## src/rtl/alu_arbiter.sv

```systemverilog
// -----------------------------------------------------------------------------
// alu_arbiter
//
// Shares one combinational 16-bit ALU between two independent requesters.
// One operation is in flight at a time:
//   IDLE : pick a winner and accept its request.
//          The operands and opcode are registered onto the ALU inputs.
//   EXEC : the ALU settles. Its result and status are captured at the end
//          of this cycle.
//   RESP : the captured result is offered to the winner until it takes it.
// The block does no arithmetic itself. It only sequences and holds the
// ALU inputs and outputs.
//
// Optional feature macro: ALU_ARB_RR_EN
//   defined   : round-robin arbitration on contention.
//   undefined : fixed priority, where requester 0 always wins on contention.
//
// Ports
//   clk, reset_n                 clock, asynchronous active-low reset
//   rN_req_valid / rN_req_ready  request handshake, N = 0,1
//   rN_ain, rN_bin, rN_op        operands and opcode
//                                (00 add, 01 sub, 10 and, 11 negate B)
//   rN_rsp_valid / rN_rsp_ready  response handshake, N = 0,1
//   rsp_data, rsp_status         shared result bus and {N,V,Z} status
//   alu_ain, alu_bin, alu_op     registered drive to the ALU
//   alu_out, alu_status          combinational ALU result and status
//   busy                         high whenever the FSM is not IDLE
// -----------------------------------------------------------------------------
module alu_arbiter (
  input  logic        clk,
  input  logic        reset_n,
  // requester 0
  input  logic        r0_req_valid,
  output logic        r0_req_ready,
  input  logic [15:0] r0_ain,
  input  logic [15:0] r0_bin,
  input  logic [1:0]  r0_op,
  output logic        r0_rsp_valid,
  input  logic        r0_rsp_ready,
  // requester 1
  input  logic        r1_req_valid,
  output logic        r1_req_ready,
  input  logic [15:0] r1_ain,
  input  logic [15:0] r1_bin,
  input  logic [1:0]  r1_op,
  output logic        r1_rsp_valid,
  input  logic        r1_rsp_ready,
  // shared response bus
  output logic [15:0] rsp_data,
  output logic [2:0]  rsp_status,
  // ALU connection
  output logic [15:0] alu_ain,
  output logic [15:0] alu_bin,
  output logic [1:0]  alu_op,
  input  logic [15:0] alu_out,
  input  logic [2:0]  alu_status,
  output logic        busy
);

  typedef enum logic [1:0] {
    ST_IDLE = 2'd0,
    ST_EXEC = 2'd1,
    ST_RESP = 2'd2
  } state_t;

  state_t      r_state;
  state_t      w_state_nxt;

  logic        r_grant;        // requester that owns the in-flight operation
  logic [15:0] r_alu_ain;
  logic [15:0] r_alu_bin;
  logic [1:0]  r_alu_op;
  logic [15:0] r_rsp_data;
  logic [2:0]  r_rsp_status;

  logic        w_any_valid;
  logic        w_winner;
  logic        w_accept;
  logic        w_rsp_hs;
  logic [15:0] w_sel_ain;
  logic [15:0] w_sel_bin;
  logic [1:0]  w_sel_op;

  assign w_any_valid = r0_req_valid | r1_req_valid;

`ifdef ALU_ARB_RR_EN
  logic r_last_grant;

  // On contention, the requester that did not win last time goes first.
  // last_grant resets to 1, so requester 0 wins the first contention.
  assign w_winner = (r0_req_valid && r1_req_valid) ? ~r_last_grant
                                                   : ~r0_req_valid;

  always_ff @(posedge clk or negedge reset_n) begin
    if (!reset_n)      r_last_grant <= 1'b1;
    else if (w_accept) r_last_grant <= w_winner;
  end
`else
  // Requester 0 wins whenever it is valid. Requester 1 may starve.
  assign w_winner = ~r0_req_valid;
`endif

  // Accept only from IDLE. Ready is also masked while reset_n is low,
  // so no request is taken during reset.
  assign w_accept = reset_n && (r_state == ST_IDLE) && w_any_valid;

  // Only the granted requester's rsp_ready matters.
  assign w_rsp_hs = (r_state == ST_RESP) &&
                    (r_grant ? r1_rsp_ready : r0_rsp_ready);

  assign w_sel_ain = w_winner ? r1_ain : r0_ain;
  assign w_sel_bin = w_winner ? r1_bin : r0_bin;
  assign w_sel_op  = w_winner ? r1_op  : r0_op;

  // ---------------------------------------------------------------------------
  // FSM: state register
  // ---------------------------------------------------------------------------
  // NOTE: sequential state uses non-blocking (<=) so every flop samples
  // pre-edge values regardless of statement order.
  always_ff @(posedge clk or negedge reset_n) begin
    if (!reset_n) r_state <= ST_IDLE;
    else          r_state <= w_state_nxt;
  end

  // ---------------------------------------------------------------------------
  // FSM: next state and handshake outputs
  // ---------------------------------------------------------------------------
  // NOTE: every output of this block is given a default first, so no path
  // leaves one unassigned and no latch is inferred.
  always_comb begin
    w_state_nxt  = r_state;
    r0_req_ready = 1'b0;
    r1_req_ready = 1'b0;
    r0_rsp_valid = 1'b0;
    r1_rsp_valid = 1'b0;
    unique case (r_state)
      ST_IDLE: begin
        if (w_accept) begin
          r0_req_ready = ~w_winner;
          r1_req_ready =  w_winner;
          w_state_nxt  = ST_EXEC;
        end
      end
      ST_EXEC: begin
        w_state_nxt = ST_RESP;
      end
      ST_RESP: begin
        r0_rsp_valid = ~r_grant;
        r1_rsp_valid =  r_grant;
        // No accept in the handshake cycle. IDLE is entered first.
        if (w_rsp_hs) w_state_nxt = ST_IDLE;
      end
      default: begin
        w_state_nxt = ST_IDLE;
      end
    endcase
  end

  // ---------------------------------------------------------------------------
  // Datapath registers
  // ---------------------------------------------------------------------------
  // The ALU inputs hold their last value outside an accept.
  // The result registers change only at the end of EXEC, so they stay
  // frozen throughout RESP back-pressure.
  always_ff @(posedge clk or negedge reset_n) begin
    if (!reset_n) begin
      r_grant      <= 1'b0;
      r_alu_ain    <= '0;
      r_alu_bin    <= '0;
      r_alu_op     <= '0;
      r_rsp_data   <= '0;
      r_rsp_status <= '0;
    end else begin
      if (w_accept) begin
        r_grant   <= w_winner;
        r_alu_ain <= w_sel_ain;
        r_alu_bin <= w_sel_bin;
        r_alu_op  <= w_sel_op;
      end
      if (r_state == ST_EXEC) begin
        r_rsp_data   <= alu_out;
        r_rsp_status <= alu_status;
      end
    end
  end

  assign alu_ain    = r_alu_ain;
  assign alu_bin    = r_alu_bin;
  assign alu_op     = r_alu_op;
  assign rsp_data   = r_rsp_data;
  assign rsp_status = r_rsp_status;
  assign busy       = (r_state != ST_IDLE);

endmodule

```

## config.mk

```make
export PLATFORM = sky130hd
export DESIGN_NAME = alu_arbiter
export DESIGN_NICKNAME = d
export VERILOG_FILES = /design/src/rtl/alu_arbiter.sv
export SDC_FILE = /design/constraint.sdc
export NUM_CORES = 1
export LEC_CHECK = 0
export CELL_PAD_IN_SITES_DETAIL_PLACEMENT = 0
export CELL_PAD_IN_SITES_GLOBAL_PLACEMENT = 1
export CORE_ASPECT_RATIO = 1.4
export CORE_MARGIN = 2
export CORE_UTILIZATION = 27
export CTS_CLUSTER_DIAMETER = 40
export DETAILED_ROUTE_END_ITERATION = 6
export GPL_ROUTABILITY_DRIVEN = 0
export GPL_TIMING_DRIVEN = 0
export PLACE_DENSITY_LB_ADDON = 0.1
export SYNTH_ARGS = -nofsm -noshare
export SYNTH_HDL_FRONTEND = slang
export SYNTH_SLANG_ARGS = --single-unit
```

## constraint.sdc

```tcl
create_clock -name clk -period 1.42 [get_ports clk]
set_input_delay 0.213 -clock clk [delete_from_list [all_inputs] [get_ports clk]]
set_output_delay 0.213 -clock clk [all_outputs]
set_load 0.02 [all_outputs]
```

==> impl_metrics.json, run 1 <==
{
  "ys_warn_count": 0,
  "drtAntennaViolNets": 0,
  "power_leakage_uw": 0.00202,
  "finalWorstPathRequiredPeriod_ns": 1.55,
  "slew_headroom_pct": 77.8,
  "finClkSkew_ns": 0.00899,
  "synth_cell_types": 17,
  "tritoncts_num_sinks": 56,
  "worst-path-max-fanout": 10,
  "clkLatencyLatePin_ns": 0.29,
  "report.final.slew_viol_count": 0,
  "layout_worst_path_cycle_share_pct": 109,
  "drive_above_1_share_pct": 38.4,
  "grt_pass1_wl_um": 10500,
  "placement.io_buffers": 149,
  "grt.total_usage_pct": 12.4,
  "r2r_end": "alu_ain[13]",
  "critical_path_class": "flip-flop to flip-flop",
  "place_ws_ns": -0.828,
  "numCtsBuffers": 5,
  "tritoncts": "done",
  "power.density_cell_area_mw_per_mm2": 1900,
  "violations": "hold timing, setup timing",
  "final-setup-viol-count": 37,
  "drt-pass1-iter-count": 4,
  "power_uw": 8710,
  "combPwrFrac_pct": 51.0,
  "seq_area_mm2": 0.00140,
  "peakVddDrop_uv": 817,
  "die-height_um": 122,
  "timing.final.hold_violations": 56,
  "first_global_vias": 2081,
  "vias_per_cell": 4.19,
  "floorplan.initialDensity_pct": 27.4,
  "ctsRootBufferMaster": "sky130_fd_sc_hd__clkbuf_16",
  "dieArea_mm2": 0.0108,
  "sw_frac_of_total_pct": 34.4,
  "die-width_um": 88.3,
  "synthDominantCellAreaShare_pct": 52.2,
  "end_kind": "flip-flop",
  "initial_antenna_violation_count": 0,
  "grt_start_max_net_pins": 58,
  "max_cap_violations": 0,
  "cts_buffer_depth": 2,
  "power.sequential.fraction_pct": 32.0,
  "timing.hold.worst.class": "input pin to async pin",
  "fillerInstances": 956,
  "detail_route.iter0.violations": 9,
  "power.net_switching_uw": 2990,
  "dp_hpwl_um": 4840,
  "crit_required_ns": 1.59,
  "remaining_drc_errors": 0,
  "row_count": 43,
  "syn_nets": 260,
  "placeableCoreArea_mm2": 0.00979,
  "timing.hold.ws_ns": -0.219,
  "dp_cells": 451,
  "data_arrival_critical_path_ns": 1.72,
  "syn-cell-area_mm2": 0.00268,
  "final_cell_count_no_fill": 468,
  "cts_htree_levels": 2,
  "post-synth-top-area-cell": "sky130_fd_sc_hd__dfrtp_1",
  "r2r_cells": 5,
  "synth-seq-cells": 56,
  "setup.worst_path.start_class": "flip-flop",
  "design.final.nets": 425,
  "number_of_primary_i_o_pins": 151,
  "num_antenna_cells": 0,
  "wl_um": 6680,
  "syn_area_per_cell_um2": 16.1,
  "num_vias": 1959,
  "syn2layout_area_growth_pct": 71.0,
  "run_status": "finished with violations",
  "internal-power_uw": 5720,
  "synthTopCellsByArea": "sky130_fd_sc_hd__dfrtp_1 (52%), sky130_fd_sc_hd__mux2_2 (25%), sky130_fd_sc_hd__mux2_4 (16%), sky130_fd_sc_hd__buf_12 (2.2%), sky130_fd_sc_hd__buf_2 (0.93%)",
  "max_clock_freq_mhz": 645,
  "reg2reg_from": "r_state[1]",
  "multi_input_comb_area_mm2": 0.00120,
  "slew_at_the_pin_with_the_worst_max_slew_slack_ns": 0.333,
  "grt_overflow": 0,
  "clock_pin_slew_worst_setup_and_hold_paths_ns": 0.07,
  "wire_per_inst_um": 14.3,
  "synthCells": 167,
  "seq_area_frac_synth_pct": 52.2,
  "unrepaired_setup_endpoints_after_global_routing": "yes",
  "power.share.clock_pct": 17.0,
  "reg2reg_setup_slack_ns": -0.13,
  "setup_ws_ns": -0.131
}
cells in the mapped netlist, drive strengths merged:
master and number:
mux2 88, dfrtp 56, buf 10, nor2 3, a21oi 1, and2 1, inv 1, nand2 1
nand2b 1, nor3b 1, o21a 1, o21ai 1, or2 1, or2b 1
worst max-delay path by stage:
stage / startpoint / end / slack [ns]
after floorplan: r_state[0] / alu_ain[0] / -0.02
after global placement: reset_n / r1_req_ready / -2.91
after detailed placement: reset_n / r1_req_ready / -0.83
after CTS: r_state[1] / alu_ain[13] / -0.13
after global routing: r_state[1] / alu_bin[13] / -0.21
final: r_state[1] / alu_ain[13] / -0.13
metrics by stage:
step,setup TNS [ns],util (%),area [um2]
after floorplan,-0.564,-,2680
final,-4.22,46.9,4590
after CTS,-4.27,45.8,4490
after detailed placement,-26.80,44.3,4340
after global routing,-7.30,46.9,4590
after global placement,-211.94,44.4,4340
state kept, by name (all words and copies together), names as in the netlist:
name and count:
alu_ain 16, alu_bin 16, alu_op 2, r_grant 1
r_state 2, rsp_data 16, rsp_status 3
power groups by stage:
stage	clock [uW]	combinational [uW]	sequential [uW]
after floorplan	0	1620	3810
after global placement	0	4820	2830
after detailed placement	0	4800	2840
after CTS	1540	4320	2790
after global routing	1600	4730	2910
final	1480	4440	2790
area by class of cell:
class                   instances  share of cell area, %
repair buffers                158                   32.8
clock buffers                   7                   3.33
clock inverters                 1                  0.654
multi-input cells             100                   26.2
plain buffers                  10                   2.70
well taps                     135                   3.68
flip-flops and latches         56                   30.5
inverters                       1                 0.0818
cells by family after synthesis:
group	share of synthesized area [%]
flops	52.2
simple gates	2.00
mux	41.0
buf+inv	4.15
compound gates	0.652
metal layers:
layer	wire, um	track usage, %
met5	0	0
met4	78	3.69
met3	493	3.39
met2	3350	20.5
met1	2760	15.7
worst max-delay path: stages, from the launching register on:
cell and delay [ns]:
sky130_fd_sc_hd__dfrtp_1 0.39, sky130_fd_sc_hd__nor3b_2 0.24, sky130_fd_sc_hd__o21a_1 0.17, sky130_fd_sc_hd__buf_6 0.16
sky130_fd_sc_hd__buf_12 0.16, sky130_fd_sc_hd__mux2_4 0.30
placed cells by master (no fill, tap or decap), drive strengths merged:
cell type / Yosys / routed
a21oi: 1 / 1
dlygate4sd2: 0 / 53
or2: 1 / 1
dfrtp: 56 / 56
mux2: 88 / 88
nand2b: 1 / 1
and2: 1 / 1
nand2: 1 / 1
or2b: 1 / 1
o21ai: 1 / 1
inv: 1 / 1
clkdlybuf4s50: 0 / 90
o21a: 1 / 1
nor3b: 1 / 1
buf: 10 / 25
nor2: 3 / 3
clkbuf: 0 / 7
bufinv: 0 / 1
repair_timing:
action	in CTS	in global routing
hold endpoints to repair	56	56
setup buffers	4	4
cloned	0	1
endpoints found under the setup margin	93	58
pin swaps	2	0
gates resized for setup	80	22
Note: power is estimated with default switching activity, not from simulation.
==> inputs of run 2 (changes only) <==
PLACE_DENSITY = 0.88   (was not set)
PLACE_DENSITY_LB_ADDON = not set   (was 0.1)
==> run 2 against run 1 <==
Net effect:
- the run ends with setup timing left
- routed wire length fell by 0.22%
- cell area rose by 0.82%
- power fell by 0.93%
- first-iteration DRC count rose to 3.0 times the previous value
- critical endpoint is now alu_ain[9]
- largest power group unchanged
==> impl_metrics.json, run 2 (synthesized netlist as in run 1, its figures left out) <==
{
  "run_status": "finished with violations",
  "violations": "setup timing",
  "timing.final.hold_violations": 0,
  "critical_path_class": "flip-flop to flip-flop",
  "critical-path-max-stage-delay_ns": 0.41,
  "row_count": 43,
  "r2r_end": "alu_ain[9]",
  "wl_met2_um": 3490,
  "num_antenna_cells": 0,
  "drt-pass1-iter-count": 2,
  "die-height_um": 122,
  "m1WireLength_um": 2510,
  "dp_hpwl_um": 5000,
  "number_of_primary_i_o_pins": 151,
  "slew_at_the_pin_with_the_worst_max_slew_slack_ns": 0.249,
  "critical-path-slowest-cell": "sky130_fd_sc_hd__dfrtp_1",
  "setup_ws_ns": -0.130,
  "numCtsBuffers": 5,
  "worst_hold_path.num_cells": 3,
  "worst-path-max-fanout": 10,
  "fraction_of_the_core_area_covered_by_cells_at_the_end_of_the_flow_pct": 47.3,
  "wire_per_inst_um": 14.2,
  "max_clock_freq_mhz": 645,
  "reg2reg_setup_slack_ns": -0.13,
  "clkLatencyLatePin_ns": 0.29,
  "top_metal_layer_carrying_routed_signals": "met4",
  "design.final.nets": 427,
  "floorplan.initialDensity_pct": 27.4,
  "placeableCoreArea_mm2": 0.00979,
  "setup.worst_path.start_class": "flip-flop",
  "peakVddDrop_uv": 813,
  "setup_total_negative_slack_ns": -4.96,
  "first_global_vias": 2137,
  "placement.io_buffers": 149,
  "num_vias": 1989,
  "finish.instance_area_mm2": 0.00463,
  "vias_per_cell": 4.23,
  "drtAntennaViolNets": 0,
  "remaining_drc_errors": 0,
  "slew_headroom_pct": 83.5,
  "drive_above_1_share_pct": 37.6,
  "grt_overflow": 0,
  "syn2layout_area_growth_pct": 72.4,
  "ctsRootBufferMaster": "sky130_fd_sc_hd__clkbuf_16",
  "cts_buffer_depth": 2,
  "finClkSkew_ns": 0.00609,
  "min_to": "alu_bin[7]",
  "wl_um": 6660,
  "detail_route.iter0.violations": 27,
  "max_cap_violations": 0,
  "final_cell_mix": "sky130_fd_sc_hd__clkdlybuf4s50_1 (90), sky130_fd_sc_hd__dfrtp_1 (56), sky130_fd_sc_hd__dlygate4sd2_1 (53)",
  "r2r_cells": 5,
  "clock_pin_slew_worst_setup_and_hold_paths_ns": 0.07,
  "data_arrival_critical_path_ns": 1.72,
  "final_cell_count_no_fill": 470,
  "layout_worst_path_cycle_share_pct": 109,
  "hold_path.startpoint": "r0_req_valid",
  "grt_pass1_wl_um": 10200,
  "die-width_um": 88.3,
  "unrepaired_setup_endpoints_after_global_routing": "yes",
  "crit_path_cell_trace": "nor3b_2 > o21a_1 > buf_6 > buf_12 > mux2_4",
  "dp_cells": 452,
  "finalWorstPathRequiredPeriod_ns": 1.55,
  "crit_required_ns": 1.59,
  "timing.hold.worst.class": "input pin to flip-flop",
  "grt_start_max_net_pins": 31,
  "power.density_cell_area_mw_per_mm2": 1860,
  "tritoncts": "done",
  "wl_met3_um": 546,
  "end_kind": "flip-flop",
  "dpl-instance-area_mm2": 0.00436,
  "grt.total_usage_pct": 12.3,
  "power_leakage_uw": 0.00207,
  "initial_antenna_violation_count": 0,
  "cts_htree_levels": 2,
  "mostFrequentLayoutCell": "sky130_fd_sc_hd__clkdlybuf4s50_1",
  "reg2reg_from": "r_state[1]",
  "final-setup-viol-count": 56,
  "report.final.slew_viol_count": 0,
  "timing.hold.ws_ns": 0.360,
  "dieArea_mm2": 0.0108,
  "tritoncts_num_sinks": 56
}
==> run 2: worst max-delay path: cells and delay by family (launching register included) <==
kind	cells	cell delay, ns
buffers and inverters	2	0.32
AOI/OAI and AO/OA	1	0.17
DFF	1	0.41
muxes	1	0.30
and+or+nand+nor	1	0.23
==> run 2: layer usage <==
| layer | track usage [%] | up-vias |
|---|---|---|
| li1 | - | 924 |
| met1 | 13.4 | 972 |
| met2 | 22.6 | 83 |
| met3 | 3.32 | 10 |
| met4 | 3.79 | 0 |
| met5 | 0 | - |
==> run 2: area by class of cell <==
| class | instances | area, um2 |
|---|---|---|
| Inverter | 1 | 3.75 |
| Sequential cell | 56 | 1400 |
| Clock inverter | 1 | 7.51 |
| Clock buffer | 7 | 143 |
| Multi-Input combinational cell | 100 | 1240 |
| Timing Repair Buffer | 160 | 1540 |
| Tap cell | 135 | 169 |
| Fill cell | 925 | 5160 |
| Buffer | 10 | 120 |
==> run 2: power by group <==
group          switching (uW)  internal, uW
clock                     545           704
combinational            2070          2510
sequential                399          2410
total                    3010          5610
==> run 2: worst max-delay path by stage <==
stage / to / startpoint / depth (start not counted) / slack, ns
2_1_floorplan: alu_ain[0] / r_state[0] / 5 / -0.02
3_3_place_gp: r1_req_ready / reset_n / 5 / -2.66
4_1_cts: alu_ain[12] / r_state[1] / 5 / -0.15
3_5_place_dp: r0_req_ready / reset_n / 4 / -0.71
5_1_grt: alu_ain[10] / r_state[1] / 5 / -0.24
6_report: alu_ain[9] / r_state[1] / 5 / -0.13
==> run 2: stage by stage <==
stage | worst slack, ns | power [uW]
6_report | -0.130 | 8630
2_1_floorplan | -0.0206 | 5430
5_1_grt | -0.240 | 9120
3_5_place_dp | -0.713 | 7660
4_1_cts | -0.152 | 8440
3_3_place_gp | -2.66 | 7590
==> run 2: timing repair <==
action	CTS	global route
pin swaps	2	2
gates resized for setup	80	26
endpoints found under the setup margin	92	39
buffers inserted	3	5
hold buffers	2	0
hold endpoints to repair	26	0
